### config.mk
export PLATFORM = sky130hd
export DESIGN_NAME = hazard_scoreboard
export DESIGN_NICKNAME = d
export VERILOG_FILES = /design/src/rtl/hazard_scoreboard_pkg.sv /design/src/rtl/hazard_scoreboard_fwd_select.sv /design/src/rtl/hazard_scoreboard.sv
export SDC_FILE = /design/constraint.sdc
export NUM_CORES = 1
export LEC_CHECK = 0
export CORE_ASPECT_RATIO = 1.75
export CORE_UTILIZATION = 23
export CTS_BUF_LIST = sky130_fd_sc_hd__clkbuf_4
export CTS_CLUSTER_DIAMETER = 30
export DETAILED_ROUTE_END_ITERATION = 16
export SLEW_MARGIN = 15
export SYNTH_ARGS = -nofsm -noshare
export SYNTH_HDL_FRONTEND = slang
export SYNTH_SLANG_ARGS = --single-unit
### constraint.sdc
create_clock -name clk_i -period 2.6 [get_ports clk_i]
set_input_delay 0.26 -clock clk_i [delete_from_list [all_inputs] [get_ports clk_i]]
set_output_delay 0.26 -clock clk_i [all_outputs]
set_load 0.005 [all_outputs]
### src/rtl/hazard_scoreboard_pkg.sv
// Shared types and defaults for the decode-side hazard/forwarding unit.
package hazard_scoreboard_pkg;

    localparam int HZ_NUM_FWD = 3;   // execute, memory, writeback
    localparam int HZ_LAT_W   = 6;   // multi-cycle latency field width
    localparam int HZ_REG_W   = 5;   // architectural register address width
    localparam int HZ_XLEN    = 64;  // default data width

    typedef logic [HZ_REG_W-1:0] reg_addr_t;

    // One producer stage as seen by the forwarding network.
    typedef struct packed {
        logic               valid;
        reg_addr_t          dst;
        logic [HZ_XLEN-1:0] data;
    } fwd_bus_t;

    typedef enum logic {
        IDLE = 1'b0,
        BUSY = 1'b1
    } mc_state_e;

    // A producer matches a source when it writes that register and the
    // register is not x0 (x0 always reads as zero from the regfile).
    function automatic logic src_hit(input logic      vld,
                                     input reg_addr_t dst,
                                     input reg_addr_t src);
        return vld && (dst == src) && (src != '0);
    endfunction

endpackage

### src/rtl/hazard_scoreboard_fwd_select.sv
// Single-source priority mux: picks the youngest producer stage writing
// the requested register, and flags a load-use hazard when that stage is
// an execute-stage load whose data does not exist yet.
module hazard_scoreboard_fwd_select
    import hazard_scoreboard_pkg::*;
#(
    parameter int XLEN    = HZ_XLEN,
    parameter int NUM_FWD = HZ_NUM_FWD
) (
    input  logic [HZ_REG_W-1:0]         src_i,
    input  logic [NUM_FWD-1:0]          fwd_valid_i,
    input  logic [NUM_FWD*HZ_REG_W-1:0] fwd_dst_i,
    input  logic [NUM_FWD*XLEN-1:0]     fwd_data_i,
    input  logic                        fwd_is_load_i,
    output logic                        sel_o,
    output logic [XLEN-1:0]             data_o,
    output logic                        luse_o
);

    logic            hit;
    logic            hit0;
    logic [XLEN-1:0] hit_data;

    // Scan oldest to youngest so the youngest matching stage wins.
    always_comb begin
        hit      = 1'b0;
        hit0     = 1'b0;
        hit_data = '0;
        for (int i = NUM_FWD - 1; i >= 0; i--) begin
            if (src_hit(fwd_valid_i[i], fwd_dst_i[i*HZ_REG_W +: HZ_REG_W], src_i)) begin
                hit      = 1'b1;
                hit0     = (i == 0);
                hit_data = fwd_data_i[i*XLEN +: XLEN];
            end
        end
    end

    // A youngest-match load blocks forwarding entirely; older stages hold
    // stale values for that register and must not be used.
    assign luse_o = hit0 && fwd_is_load_i;
    assign sel_o  = hit && !luse_o;
    assign data_o = sel_o ? hit_data : '0;

endmodule

### src/rtl/hazard_scoreboard.sv
// Decode-side hazard unit: operand forwarding, load-use stalls, a single
// outstanding multi-cycle op tracker and a saturating stall counter.
module hazard_scoreboard
    import hazard_scoreboard_pkg::*;
#(
    parameter int XLEN    = 64,
    parameter int NUM_SRC = 2,
    parameter int NUM_FWD = HZ_NUM_FWD,
    parameter int LAT_W   = HZ_LAT_W,
    parameter int CNT_W   = 32
) (
    input  logic                        clk_i,
    input  logic                        rst_ni,
    input  logic                        id_valid_i,
    input  logic [NUM_SRC*HZ_REG_W-1:0] id_src_i,
    input  logic                        id_mc_issue_i,
    input  logic [HZ_REG_W-1:0]         id_mc_dst_i,
    input  logic [LAT_W-1:0]            id_mc_lat_i,
    input  logic [NUM_FWD-1:0]          fwd_valid_i,
    input  logic [NUM_FWD*HZ_REG_W-1:0] fwd_dst_i,
    input  logic [NUM_FWD*XLEN-1:0]     fwd_data_i,
    input  logic                        fwd_is_load_i,
    input  logic                        flush_i,
    output logic                        stall_o,
    output logic                        clear_o,
    output logic [NUM_SRC-1:0]          src_sel_o,
    output logic [NUM_SRC*XLEN-1:0]     src_data_o,
    output logic                        mc_busy_o,
    output logic [HZ_REG_W-1:0]         mc_dst_o,
    output logic                        mc_done_o,
    output logic [CNT_W-1:0]            stall_cnt_o
);

    mc_state_e             state_q, state_d;
    logic [LAT_W-1:0]      cnt_q, cnt_d;
    logic [HZ_REG_W-1:0]   mc_dst_q, mc_dst_d;
    logic [CNT_W-1:0]      stall_cnt_q, stall_cnt_d;

    logic [NUM_SRC-1:0]    src_luse;
    logic [NUM_SRC-1:0]    src_mcdep;
    logic                  luse, mcdep, mcstruct, stall;
    logic                  mc_accept;
    logic                  mc_busy, mc_done;

    // Per-source forwarding and dependency on the outstanding op.
    for (genvar s = 0; s < NUM_SRC; s++) begin : g_src
        logic [HZ_REG_W-1:0] src;
        assign src = id_src_i[s*HZ_REG_W +: HZ_REG_W];

        hazard_scoreboard_fwd_select #(
            .XLEN    (XLEN),
            .NUM_FWD (NUM_FWD)
        ) u_fwd_select (
            .src_i         (src),
            .fwd_valid_i   (fwd_valid_i),
            .fwd_dst_i     (fwd_dst_i),
            .fwd_data_i    (fwd_data_i),
            .fwd_is_load_i (fwd_is_load_i),
            .sel_o         (src_sel_o[s]),
            .data_o        (src_data_o[s*XLEN +: XLEN]),
            .luse_o        (src_luse[s])
        );

        assign src_mcdep[s] = mc_busy && (src != '0) && (src == mc_dst_q);
    end

    // Hazard sources; mcdep still holds in the done cycle because the
    // result only becomes visible through the normal stages afterwards.
    assign luse     = id_valid_i && (|src_luse);
    assign mcdep    = id_valid_i && (|src_mcdep);
    assign mcstruct = id_valid_i && id_mc_issue_i && mc_busy && !mc_done;
    assign stall    = (luse || mcdep || mcstruct) && !flush_i;
    assign stall_o  = stall;
    assign clear_o  = stall;

    assign mc_accept = id_valid_i && id_mc_issue_i && !stall && !flush_i;

    // Tracker state register.
    always_ff @(posedge clk_i or negedge rst_ni) begin
        if (!rst_ni) begin
            state_q  <= IDLE;
            cnt_q    <= '0;
            mc_dst_q <= '0;
        end else begin
            state_q  <= state_d;
            cnt_q    <= cnt_d;
            mc_dst_q <= mc_dst_d;
        end
    end

    // Tracker next state: count down, retire on zero, or reload back-to-back.
    always_comb begin
        state_d  = state_q;
        cnt_d    = cnt_q;
        mc_dst_d = mc_dst_q;
        case (state_q)
            IDLE: begin
                if (mc_accept) begin
                    state_d  = BUSY;
                    cnt_d    = id_mc_lat_i - LAT_W'(1);
                    mc_dst_d = id_mc_dst_i;
                end
            end
            BUSY: begin
                if (cnt_q != '0) begin
                    cnt_d = cnt_q - LAT_W'(1);
                end else if (mc_accept) begin
                    cnt_d    = id_mc_lat_i - LAT_W'(1);
                    mc_dst_d = id_mc_dst_i;
                end else begin
                    state_d = IDLE;
                    cnt_d   = '0;
                end
            end
            default: state_d = IDLE;
        endcase
    end

    // Tracker outputs decoded from the registered state.
    always_comb begin
        mc_busy = (state_q == BUSY);
        mc_done = mc_busy && (cnt_q == '0);
    end

    assign mc_busy_o = mc_busy;
    assign mc_done_o = mc_done;
    assign mc_dst_o  = mc_dst_q;

    // Stall counter next value, saturating at all-ones.
    always_comb begin
        stall_cnt_d = stall_cnt_q;
        if (stall && !(&stall_cnt_q)) begin
            stall_cnt_d = stall_cnt_q + CNT_W'(1);
        end
    end

    // Stall counter register.
    always_ff @(posedge clk_i or negedge rst_ni) begin
        if (!rst_ni) begin
            stall_cnt_q <= '0;
        end else begin
            stall_cnt_q <= stall_cnt_d;
        end
    end

    assign stall_cnt_o = stall_cnt_q;

endmodule

==> results.cfg <==
[synth]
synth_common_cells = nor2_1, mux2i_1, a211oi_1
synth_nets = 975
synthXorXnorAreaFrac = 0.113
synth_mux_area_frac = 0.239
netlist_area_um2 = 5820
yosysMostFrequentCell = nor2_1
yosysUniqueCellTypes = 45
synthTopCellsByArea = mux2i_1, dfrtp_1, a211oi_1
synth_seq_cells = 44
synth_edf_count = 0
synth_top_area_frac = 0.224
synth_top_family_by_area = multiplexers
syn_inst = 735
synthFlopType = dfrtp_1
synthArstFlopShare = 1.00
ys_seq_area_frac = 0.189
synth_fa_ha_area_frac = 0.00645
synth_top_area_cell = mux2i_1
yosys_warnings = 0
avgSynthCellArea_um2 = 7.92
synth-simple-area-share = 0.191
synth_compound_area_frac = 0.191

[floorplan]
core-area_um2 = 24700
initial_core_util = 0.235
die_x_um = 122
pin_count = 408
die_h_um = 212
die_area_um2 = 26000
rows = 76

[clock_tree]
clkTransAtPathRegs_ns = 0.15
cts_tree = built
cts_made_buffers = 5
numClockSinks = 44
clockRootBuffer = clkbuf_4
worstSkewPairLatency_ns = 0.39
h-tree-depth = 2
cts_buffer_depth = 2

[cells_and_area]
fillCellCount = 2319
finalNetCount = 1474
layout-drive-gt1-share = 0.393
area_growth_pct = 118
post-route-util = 0.514
stdcell_area_um2 = 12700

[sta]
worstMarginPinSlew_ns = 1.05
fin_crit_ns = 2.59
hold_violations = 0
rsz0062_at_grt = yes
setup_viol = 0
slew_violations = 0
relSlewSlack = 0.298
finalCritPeriodShare = 0.997
fin_ws_ns = 0.00811
max_clock_freq_ghz = 0.386
tns_ns = 0
fin_skew_ns = 0.0241

[setup_path]
end_kind = primary output
rr_endpoint = stall_cnt_o[10]$_DFFE_PN0P_
reg2reg_depth = 11
r2r-start = cnt_q[0]$_DFFE_PN0P_
crit_type = in -> out
cp.arrival_ns = 2.33
required_ns = 2.34
path_max_fanout = 7
reg2reg_setup_slack_ns = 0.12
setup.worst_path.start_class = input pin

[pwr]
peakVddDrop_v = 0.000358
leakagePower_uw = 0.00507
report.power.total_uw = 3450
p_per_area_nw_per_um2 = 271

[grt]
grtUsageTotal = 0.277
grt_pass1_vias = 8121
grt_max_degree = 45
antenna_found_initial = 9
gr-total-overflow = 0
grt_pass1_wl_um = 53100

[detailed_routing]
totalWireLength_um = 38800
dr.pass1.iters = 5
wl_per_cell_um = 25.0
postRouteAntennaNets = 0
vias = 8213
drc_errors = 0
viasPerCell = 5.29
drt-initial-drc-count = 409

[outcome]
status = completed

[placed_design]
place_area_um2 = 10900
port-buffer-count = 407
dpl.hpwl_um = 27900
globalplace.congestion = 0.940
dp_slack_ns = -1.09

[flow_run]
maxCapViolations = 0

[worst_hold_path]
worstHoldPathType = in -> async
## report_power, final
group | internal (uW) | switching (uW)
combinational | 1210 | 922
sequential | 809 | 155
clock | 111 | 248
## per-stage QoR
| step | instances | hold slack [ns] |
|---|---|---|
| 2_1_floorplan | 735 | -0.0356 |
| 3_3_place_gp | 1472 | 0.486 |
| 3_5_place_dp | 1472 | 0.494 |
| 4_1_cts | 1535 | 0.0540 |
| 5_1_grt | 1552 | 0.0940 |
| 6_report | 1552 | 0.0310 |
## cells by family (layout without fill, tap and decap cells)
| logic type | after synthesis | count (layout) |
|---|---|---|
| adders and majority gates | 3 | 3 |
| and+or+nand+nor | 239 | 239 |
| buffers and inverters | 88 | 585 |
| DFF | 44 | 44 |
| muxes | 138 | 140 |
| xor gates and xnor gates | 75 | 75 |
| other | 0 | 6 |
| AOI/OAI and AO/OA | 148 | 148 |
## flip-flops by register name, indices dropped and copies added (netlist names)
| signal | cells |
|---|---|
| mc_dst_o | 5 |
| mc_busy_o | 1 |
| stall_cnt_o | 32 |
| cnt_q | 6 |
## repair_timing
action                                  4_1_cts  5_1_grt
hold buffers                                  0        0
buffers inserted                             48        9
cloned                                       14        8
endpoints found under the setup margin      137      138
pin swaps                                    81       30
gates resized for setup                     775      110
## worst max path at each step
stage | slack (ns) | end | start
2_1_floorplan | 0.13 | src_data_o[108] | id_src_i[6]
3_3_place_gp | -1.13 | src_data_o[3] | id_src_i[2]
3_5_place_dp | -1.09 | src_data_o[41] | id_src_i[2]
4_1_cts | -0.02 | src_data_o[11] | id_src_i[2]
5_1_grt | -0.07 | stall_cnt_o[15]$_DFFE_PN0P_ | cnt_q[1]$_DFFE_PN0P_
6_report | 0.008 | src_data_o[69] | id_src_i[6]
## cell type report
class	instances	area (um^2)	share of cell area
Tap cell	312	390	0.0307
Antenna cell	6	15.0	0.00118
Timing Repair Buffer	568	5540	0.436
Inverter	10	37.5	0.00295
Clock buffer	6	45.0	0.00354
Sequential cell	44	1100	0.0867
Multi-Input combinational cell	605	5570	0.438
Clock inverter	1	5.00	0.000394
## placed cells by master, fill, tap and decap left out, types with 7 or more instances in the layout
master / n
dlygate4sd2_1: 15
mux2i_4: 28
xnor2_2: 11
xnor2_1: 43
a211oi_2: 62
a211oi_1: 48
inv_1: 8
nand3_1: 17
xor2_1: 19
clkdlybuf4s50_1: 245
buf_12: 28
and3_1: 11
dfrtp_1: 43
buf_16: 12
nor2_1: 134
clkbuf_2: 19
mux2i_2: 12
buf_4: 89
buf_6: 26
nand2_1: 16
nand4_1: 22
clkdlybuf4s15_2: 11
buf_8: 7
a211oi_4: 18
mux2i_1: 90
buf_2: 103
## critical path: stages
cell	delay, ns
buf_6	0.09
or4_4	0.55
nor2_4	0.15
nor4_4	0.08
buf_6	0.15
buf_6	0.13
buf_12	0.14
buf_6	0.12
mux2i_4	0.19
a211oi_4	0.30
buf_2	0.16
## per-layer routing
metal / routed length [um] / GRT usage / part of all wire / vias to the layer above
li1: - / - / - / 3710
met1: 14900 / 0.325 / 0.38 / 4009
met2: 19200 / 0.473 / 0.50 / 412
met3: 3200 / 0.0770 / 0.082 / 76
met4: 1420 / 0.103 / 0.037 / 6
met5: 43 / 0 / 0.0011 / -
(Power assumes the default switching activity.)
